`src/rtl/rr_adder_arbiter.sv`:
```
// Round-robin arbiter/sequencer sharing one WIDTH-bit adder between two requesters.
// Captures the winner's operands, runs one add, returns the sum tagged with the requester id.
//
//   state | meaning
//   IDLE  | waiting for a request; arbitrates and captures operands on the grant edge
//   ADD   | gnt pulse high; result registered on the next edge
//   RESP  | rsp_valid pulse high; returns to IDLE
module rr_adder_arbiter #(
  parameter int WIDTH = 8
) (
  input  logic             clk,
  input  logic             rst,
  input  logic             req_0,
  input  logic [WIDTH-1:0] a_0,
  input  logic [WIDTH-1:0] b_0,
  input  logic             cin_0,
  input  logic             req_1,
  input  logic [WIDTH-1:0] a_1,
  input  logic [WIDTH-1:0] b_1,
  input  logic             cin_1,
  output logic             gnt_0,
  output logic             gnt_1,
  output logic             sel,
  output logic             busy,
  output logic [WIDTH-1:0] sum_out,
  output logic             cout_out,
  output logic             rsp_valid,
  output logic             rsp_id
);

  typedef enum logic [1:0] {
    IDLE = 2'd0,
    ADD  = 2'd1,
    RESP = 2'd2
  } state_t;

  state_t           state;
  logic             last_id;
  logic [WIDTH-1:0] a_r;
  logic [WIDTH-1:0] b_r;
  logic             cin_r;
  logic             winner;
  logic [WIDTH:0]   sum_full;

  // With both requesting, alternate away from the last winner.
  always_comb begin
    winner = req_1;
    if (req_0 && req_1) winner = ~last_id;
  end

  assign sum_full = {1'b0, a_r} + {1'b0, b_r} + {{WIDTH{1'b0}}, cin_r};

  always_ff @(posedge clk) begin
    if (rst) begin
      state     <= IDLE;
      last_id   <= 1'b1;
      a_r       <= '0;
      b_r       <= '0;
      cin_r     <= 1'b0;
      gnt_0     <= 1'b0;
      gnt_1     <= 1'b0;
      sel       <= 1'b0;
      busy      <= 1'b0;
      sum_out   <= '0;
      cout_out  <= 1'b0;
      rsp_valid <= 1'b0;
      rsp_id    <= 1'b0;
    end else begin
      case (state)
        IDLE: begin
          if (req_0 || req_1) begin
            state   <= ADD;
            busy    <= 1'b1;
            sel     <= winner;
            last_id <= winner;
            a_r     <= winner ? a_1 : a_0;
            b_r     <= winner ? b_1 : b_0;
            cin_r   <= winner ? cin_1 : cin_0;
            gnt_0   <= ~winner;
            gnt_1   <= winner;
          end
        end
        ADD: begin
          state                <= RESP;
          {cout_out, sum_out}  <= sum_full;
          rsp_id               <= sel;
          rsp_valid            <= 1'b1;
          gnt_0                <= 1'b0;
          gnt_1                <= 1'b0;
        end
        RESP: begin
          state     <= IDLE;
          busy      <= 1'b0;
          rsp_valid <= 1'b0;
        end
        default: begin
          state <= IDLE;
          busy  <= 1'b0;
        end
      endcase
    end
  end

endmodule

```
`config.mk`:
```
export PLATFORM = sky130hd
export DESIGN_NAME = rr_adder_arbiter
export DESIGN_NICKNAME = d
export VERILOG_FILES = /design/src/rtl/rr_adder_arbiter.sv
export SDC_FILE = /design/constraint.sdc
export NUM_CORES = 1
export LEC_CHECK = 0
export CAP_MARGIN = 20
export CORE_MARGIN = 4
export CORE_UTILIZATION = 25
export DETAILED_ROUTE_END_ITERATION = 10
export HOLD_SLACK_MARGIN = 0.12
export PLACE_DENSITY_LB_ADDON = 0.2
export SLEW_MARGIN = 20
export SYNTH_ARGS = -nofsm -noshare
export SYNTH_HDL_FRONTEND = slang
export SYNTH_SLANG_ARGS = --single-unit
```
`constraint.sdc`:
```
create_clock -name clk -period 3.6 [get_ports clk]
set_clock_uncertainty 0.15 [all_clocks]
set_input_delay 0.54 -clock clk [delete_from_list [all_inputs] [get_ports clk]]
set_output_delay 0.54 -clock clk [all_outputs]
set_load 0.05 [all_outputs]
```
==> results of run 1 <==
## cell type report
type	count	area share, %
Inverter	6	0.919
Sequential cell	35	28.6
Multi-Input combinational cell	138	40.4
Timing Repair Buffer	55	22.2
Clock buffer	6	2.96
Tap cell	96	4.90
## critical path, stage by stage, from the launching register on
cell and delay [ps]:
dfxtp_1 330, fa_1 470, fa_1 440, a211oi_1 360, o21ai_0 210, a211o_1 300
o32ai_1 90
## cell usage after synthesis, types with 2 or more instances
cell type / instances / area share, %
nand2b_1: 2 / 0.70
a211oi_1: 23 / 9.7
o21ai_0: 8 / 2.2
clkbuf_1: 4 / 0.84
a211o_1: 2 / 0.98
nor3_1: 2 / 0.56
buf_2: 5 / 1.4
and3_1: 2 / 0.70
o21a_1: 3 / 1.3
fa_1: 2 / 2.2
a21oi_1: 10 / 2.8
dfxtp_1: 35 / 39
nand3_1: 3 / 0.84
ha_1: 10 / 7.0
nand2_1: 7 / 1.5
mux2i_1: 21 / 12
nor2_1: 27 / 5.7
inv_1: 6 / 1.3
## metrics by stage
| stage | worst slack (ps) | hold slack [ps] |
|---|---|---|
| finish | 1160 | 311 |
| global route | 920 | 352 |
| CTS | 1140 | 315 |
| floorplan | 1350 | 332 |
| detailed placement | 1160 | 306 |
| global placement | 1210 | 305 |
## sequential cells by signal, summed over array words and instances, names as in the netlist
signal and cells:
state 2, sum_out 8, last_id 1, b_r 8
rsp_valid 1, cin_r 1, gnt_0 1, a_r 8
sel 1, rsp_id 1, gnt_1 1, cout_out 1
busy 1
## power breakdown
part	leakage (uW)	switching (uW)	internal (uW)	total (uW)
combinational	0.000612	207	161	368
clock	0.0000371	129	129	258
sequential	0.000289	29.6	436	465
## layer usage
layer / up-vias / global-route usage [%] / share of wire [%]
met2: 42 / 14.5 / 44
li1: 797 / - / -
met5: - / 0 / 0
met1: 641 / 13.3 / 48
met4: 0 / 4.83 / 2.0
met3: 8 / 2.84 / 6.4
## kinds of logic after synthesis
| kind of cell | after synthesis | synth area share, % |
|---|---|---|
| AOI/OAI and AO/OA | 57 | 22.4 |
| xor gates and xnor gates | 1 | 0.491 |
| adders and majority gates | 12 | 9.25 |
| buffers and inverters | 17 | 5.26 |
| DFF | 35 | 39.2 |
| muxes | 21 | 11.8 |
| and+or+nand+nor | 47 | 11.6 |
## how the worst min path moves through the flow
stage,slack (ps),end,depth (start not counted)
floorplan,330,b_r[2],2
global placement,310,sum_out[4],2
detailed placement,310,sum_out[4],2
CTS,310,sum_out[4],2
global route,350,sum_out[4],2
finish,310,sum_out[4],2
==> metrics, run 1 <==
run status=completed; dpl cells=330; post-layout net count=just under 300; Final Cell Area=between 2000 and 2500 sq um; hold crit path type=reg -> reg; Via density=4.43; reg2reg setup slack=1160 ps; share of cells above drive strength 1=~4.6%; crit path capture=sum_out[6]; Antenna Cells=0; worst reg-to-reg path cell count=6; DP Wirelength=~3000 um; initial antenna violation count=0; Skew-Pair Late Insertion Delay=280 ps; EDFF count, synth=0; CORE AREA=6870 sq um; Slew headroom=a little over half; Mapped Area=between 1500 and 2000 sq um; Die Area=approximately 8600 sq um; crit path DAT=2480 ps; Syn Area/Cell=9.40 sq um; Synth Warn #=0; DRC=0; crit path launch type=flop; clk slew on worst S/H paths=60 ps; maxcap violations=0; pwr dens=446 nW/um^2; DR WL/cell=12.0 um; most frequent cells in the layout=clkdlybuf4s50_1, dfxtp_1, nor2_1; Tcrit/Tclk final=a little under 70%; r2r startpoint=a_r[0]; I/O Buffers=52; CTS sink count=35; worst endpoint required time=approximately 3600 ps; distinct cell type count after synthesis=36; Fill cells=701; first-pass GRT wire length=slightly below 7000 um; TritonCTS Buffers=5; setup TNS=0 ps; placed inst area=about 2400 sq um; vias=between 1000 and 1500; Post-Synthesis Net Count=240; CTS tree=done; I/O pin count=53; WS Path Type=reg -> reg; Post-CTS Setup Bufs=0; Hold Crit Start=sum_out[4]; Die Y=between 90 and 100 um; Worst-Margin Slew=681 ps; WL final=4050 um; drt pass-1 iters=4; Post-CTS Resized=0; final hold violations=0; FF-to-FF End=sum_out[6]; Hold Buf Count CTS=0; register bit total from synthesis=35; Lkg Pwr=0.000938 uW; commonest non-fill, non-tap cell in the layout=clkdlybuf4s50_1; worst vdd ir=0.000134 V; fin. max-slew vios=0; Pwr Total=around 1100 uW; gr usage total=under 10%; final setup fails=0; Cells after Synth=190; Max Root-Sink Buffers=2; Async S/R FF share, synth=0%; area used by multi-input combinational logic=just under 1000 sq um; GRT overflow=0; min Tclk post-route=roughly 2400 ps; Initial Utilization=about a quarter; num rows=30; CP Max Fanout=3; f_max=between 0.4 and 0.5 GHz; largest net degree at the start of global routing=28; clk root buf=clkbuf_8; Seq/Total Area, Yosys=between 30% and 40%; Die Span X=~93 um; routability cong.=roughly 0.79; fin cells=~340; 1st-iter DRT viols=38; crit path capture type=flop; Final Util=between 30% and 40%; RSZ-0062 raised after global routing=false; vias in the first global route=1428; htree depth=2; FF+latch area=approximately 700 sq um; Area growth syn-to-layout=37.2%; prevailing post-synth register cell=dfxtp_1; crit path launch=a_r[0]; Final ANT Viol Nets=0
Note: power is estimated with default switching activity, not from simulation.
==> run 2: changes to the inputs <==
clock period = 2.45 ns   (was 3.6 ns; I/O delays follow)
==> metrics, run 2 (synthesis gave the netlist of run 1 again) <==
worst-path cell chain=fa_1 -> fa_1 -> a211oi_2 -> o21ai_0 -> a211o_1 -> o32ai_1; cell mode on critical path=fa_1; Skew-Pair Late Insertion Delay=280 ps; post-layout net count=around 290; slowest stage delay, CP=460 ps; Sw Pwr=about 550 uW; Final ANT Viol Nets=0; WL final=around 4100 um; DR WL/cell=between 10 and 15 um; P_int=about 1100 uW; Area growth syn-to-layout=40.6%; Pwr Total=between 1500 and 2000 uW; buffer and inverter count on the worst path=0; reg2reg setup slack=160 ps; num rows=30; CORE AREA=between 6000 and 7000 sq um; WS Path Type=reg -> reg; largest net degree at the start of global routing=32; TritonCTS Buffers=5; crit path capture type=flop; htree depth=2; Via density=roughly 4.5; crit path DAT=2340 ps; Comb power frac=roughly 34%; CP Max Fanout=3; Die Area=between 8000 and 9000 sq um; first-pass GRT wire length=about 6700 um; r2r startpoint=a_r[0]; clock network power share=24.3%; Worst-Margin Slew=504 ps; CP top delay family=adder cells; dpl cells=about 330; min Tclk post-route=approximately 2300 ps; gr usage total=under 10%; Hold Crit Start=sum_out[3]; vias in the first global route=1450; 1st-iter DRT viols=just over 80; hold path endpoint=sum_out[3]; vias=1526; most frequent cells in the layout=clkdlybuf4s50_1, dfxtp_1, nor2_1; I/O pin count=53; CTS tree=done; Top Registers=a_r x8, b_r x8, sum_out x8; pwr dens=about 660 nW/um^2; RSZ-0062 raised after global routing=false; DP Wirelength=between 3000 and 4000 um; worst endpoint required time=roughly 2500 ps; final setup fails=0; hold depth=2; Antenna Cells=0; clk root buf=clkbuf_8; Slew headroom=66.3%; GRT overflow=0; Lkg Pwr=about 0.00097 uW; Net Sw Frac=~34%; worst vdd ir=approximately 0.00017 V; routability cong.=0.780; worst reg-to-reg path cell count=6; I/O Buffers=52; run status=completed; Max Root-Sink Buffers=2; initial antenna violation count=0; clk slew on worst S/H paths=70 ps; drt pass-1 iters=4; share of cells above drive strength 1=around 6.5%; Tcrit/Tclk final=between 90 and 100%; Reg power frac=between 40 and 50%; Initial Utilization=around a quarter; Die Span X=92.5 um; CTS sink count=35; fin. max-slew vios=0; maxcap violations=0; Post-CTS Setup Bufs=0; Fill cells=699; f_max=0.436 GHz; fin cells=about 340; Die Y=92.5 um; hold crit path type=reg -> reg; final hold violations=0; FF-to-FF End=sum_out[6]; commonest non-fill, non-tap cell in the layout=clkdlybuf4s50_1; DRC=0; Critical-path top delay cell=fa_1; setup TNS=0 ps; worst hold slack=approximately 320 ps; Hold Buf Count CTS=0; crit path launch type=flop
[run 2: changes by cell type in the layout (fill, tap and decap cells not counted)]
| cell | delta |
|---|---|
| clkinv_2 | +1 |
| clkbuf_1 | +1 |
| a211oi_1 | -1 |
| a211oi_2 | +1 |
| buf_4 | +1 |
| buf_12 | +2 |
[run 2: layer usage]
metal	vias up	track usage [%]	part of all wire (%)
met5	-	0	0
met4	0	4.08	1.1
met3	4	3.41	6.8
met2	43	15.6	44
met1	674	12.0	48
li1	805	-	-
[run 2: worst min-delay path: cells and delay by family (launching register included)]
kind | cells | cell delay [ps]
DFF | 1 | 310
and+or+nand+nor | 1 | 60
AOI/OAI and AO/OA | 1 | 50
[run 2: through the flow]
| step | instance area (sq um) | worst slack [ps] | utilization (%) |
|---|---|---|---|
| after floorplan | 1790 | 201 | - |
| after global placement | 2420 | 97.7 | 35.3 |
| after detailed placement | 2420 | 86.9 | 35.3 |
| after CTS | 2510 | 65.3 | 36.5 |
| after global routing | 2510 | 46.7 | 36.6 |
| final | 2510 | 158 | 36.6 |
[run 2: how the worst max path moves through the flow]
stage	startpoint	endpoint	slack [ps]	cells after the start
2_1_floorplan	a_r[0]	sum_out[6]	200	6
3_3_place_gp	a_r[0]	sum_out[6]	100	6
3_5_place_dp	a_r[0]	sum_out[6]	90	6
4_1_cts	a_r[0]	sum_out[6]	70	6
5_1_grt	a_r[0]	sum_out[6]	50	6
6_report	a_r[0]	sum_out[6]	160	6
[run 2: timing repair]
item | CTS | global route
hold endpoints to repair | 0 | 0
setup endpoints to repair | 0 | 2
gates resized for setup | 0 | 1
[run 2: final cells by class]
| type | instances | area, sq um | area share (%) |
|---|---|---|---|
| Clock buffer | 7 | 76.3 | 3.04 |
| Sequential cell | 35 | 701 | 27.9 |
| Timing Repair Buffer | 58 | 591 | 23.5 |
| Clock inverter | 1 | 5.00 | 0.199 |
| Tap cell | 96 | 120 | 4.78 |
| Inverter | 6 | 22.5 | 0.897 |
| Multi-Input combinational cell | 138 | 996 | 39.7 |
[run 2: power by group through the flow]
| stage | logic, uW | clock network (uW) | registers, uW |
|---|---|---|---|
| 6_report | 563 | 399 | 683 |
| 5_1_grt | 621 | 444 | 694 |
| 4_1_cts | 568 | 418 | 685 |
| 3_5_place_dp | 566 | 0 | 698 |
| 3_3_place_gp | 563 | 0 | 696 |
| 2_1_floorplan | 285 | 0 | 785 |
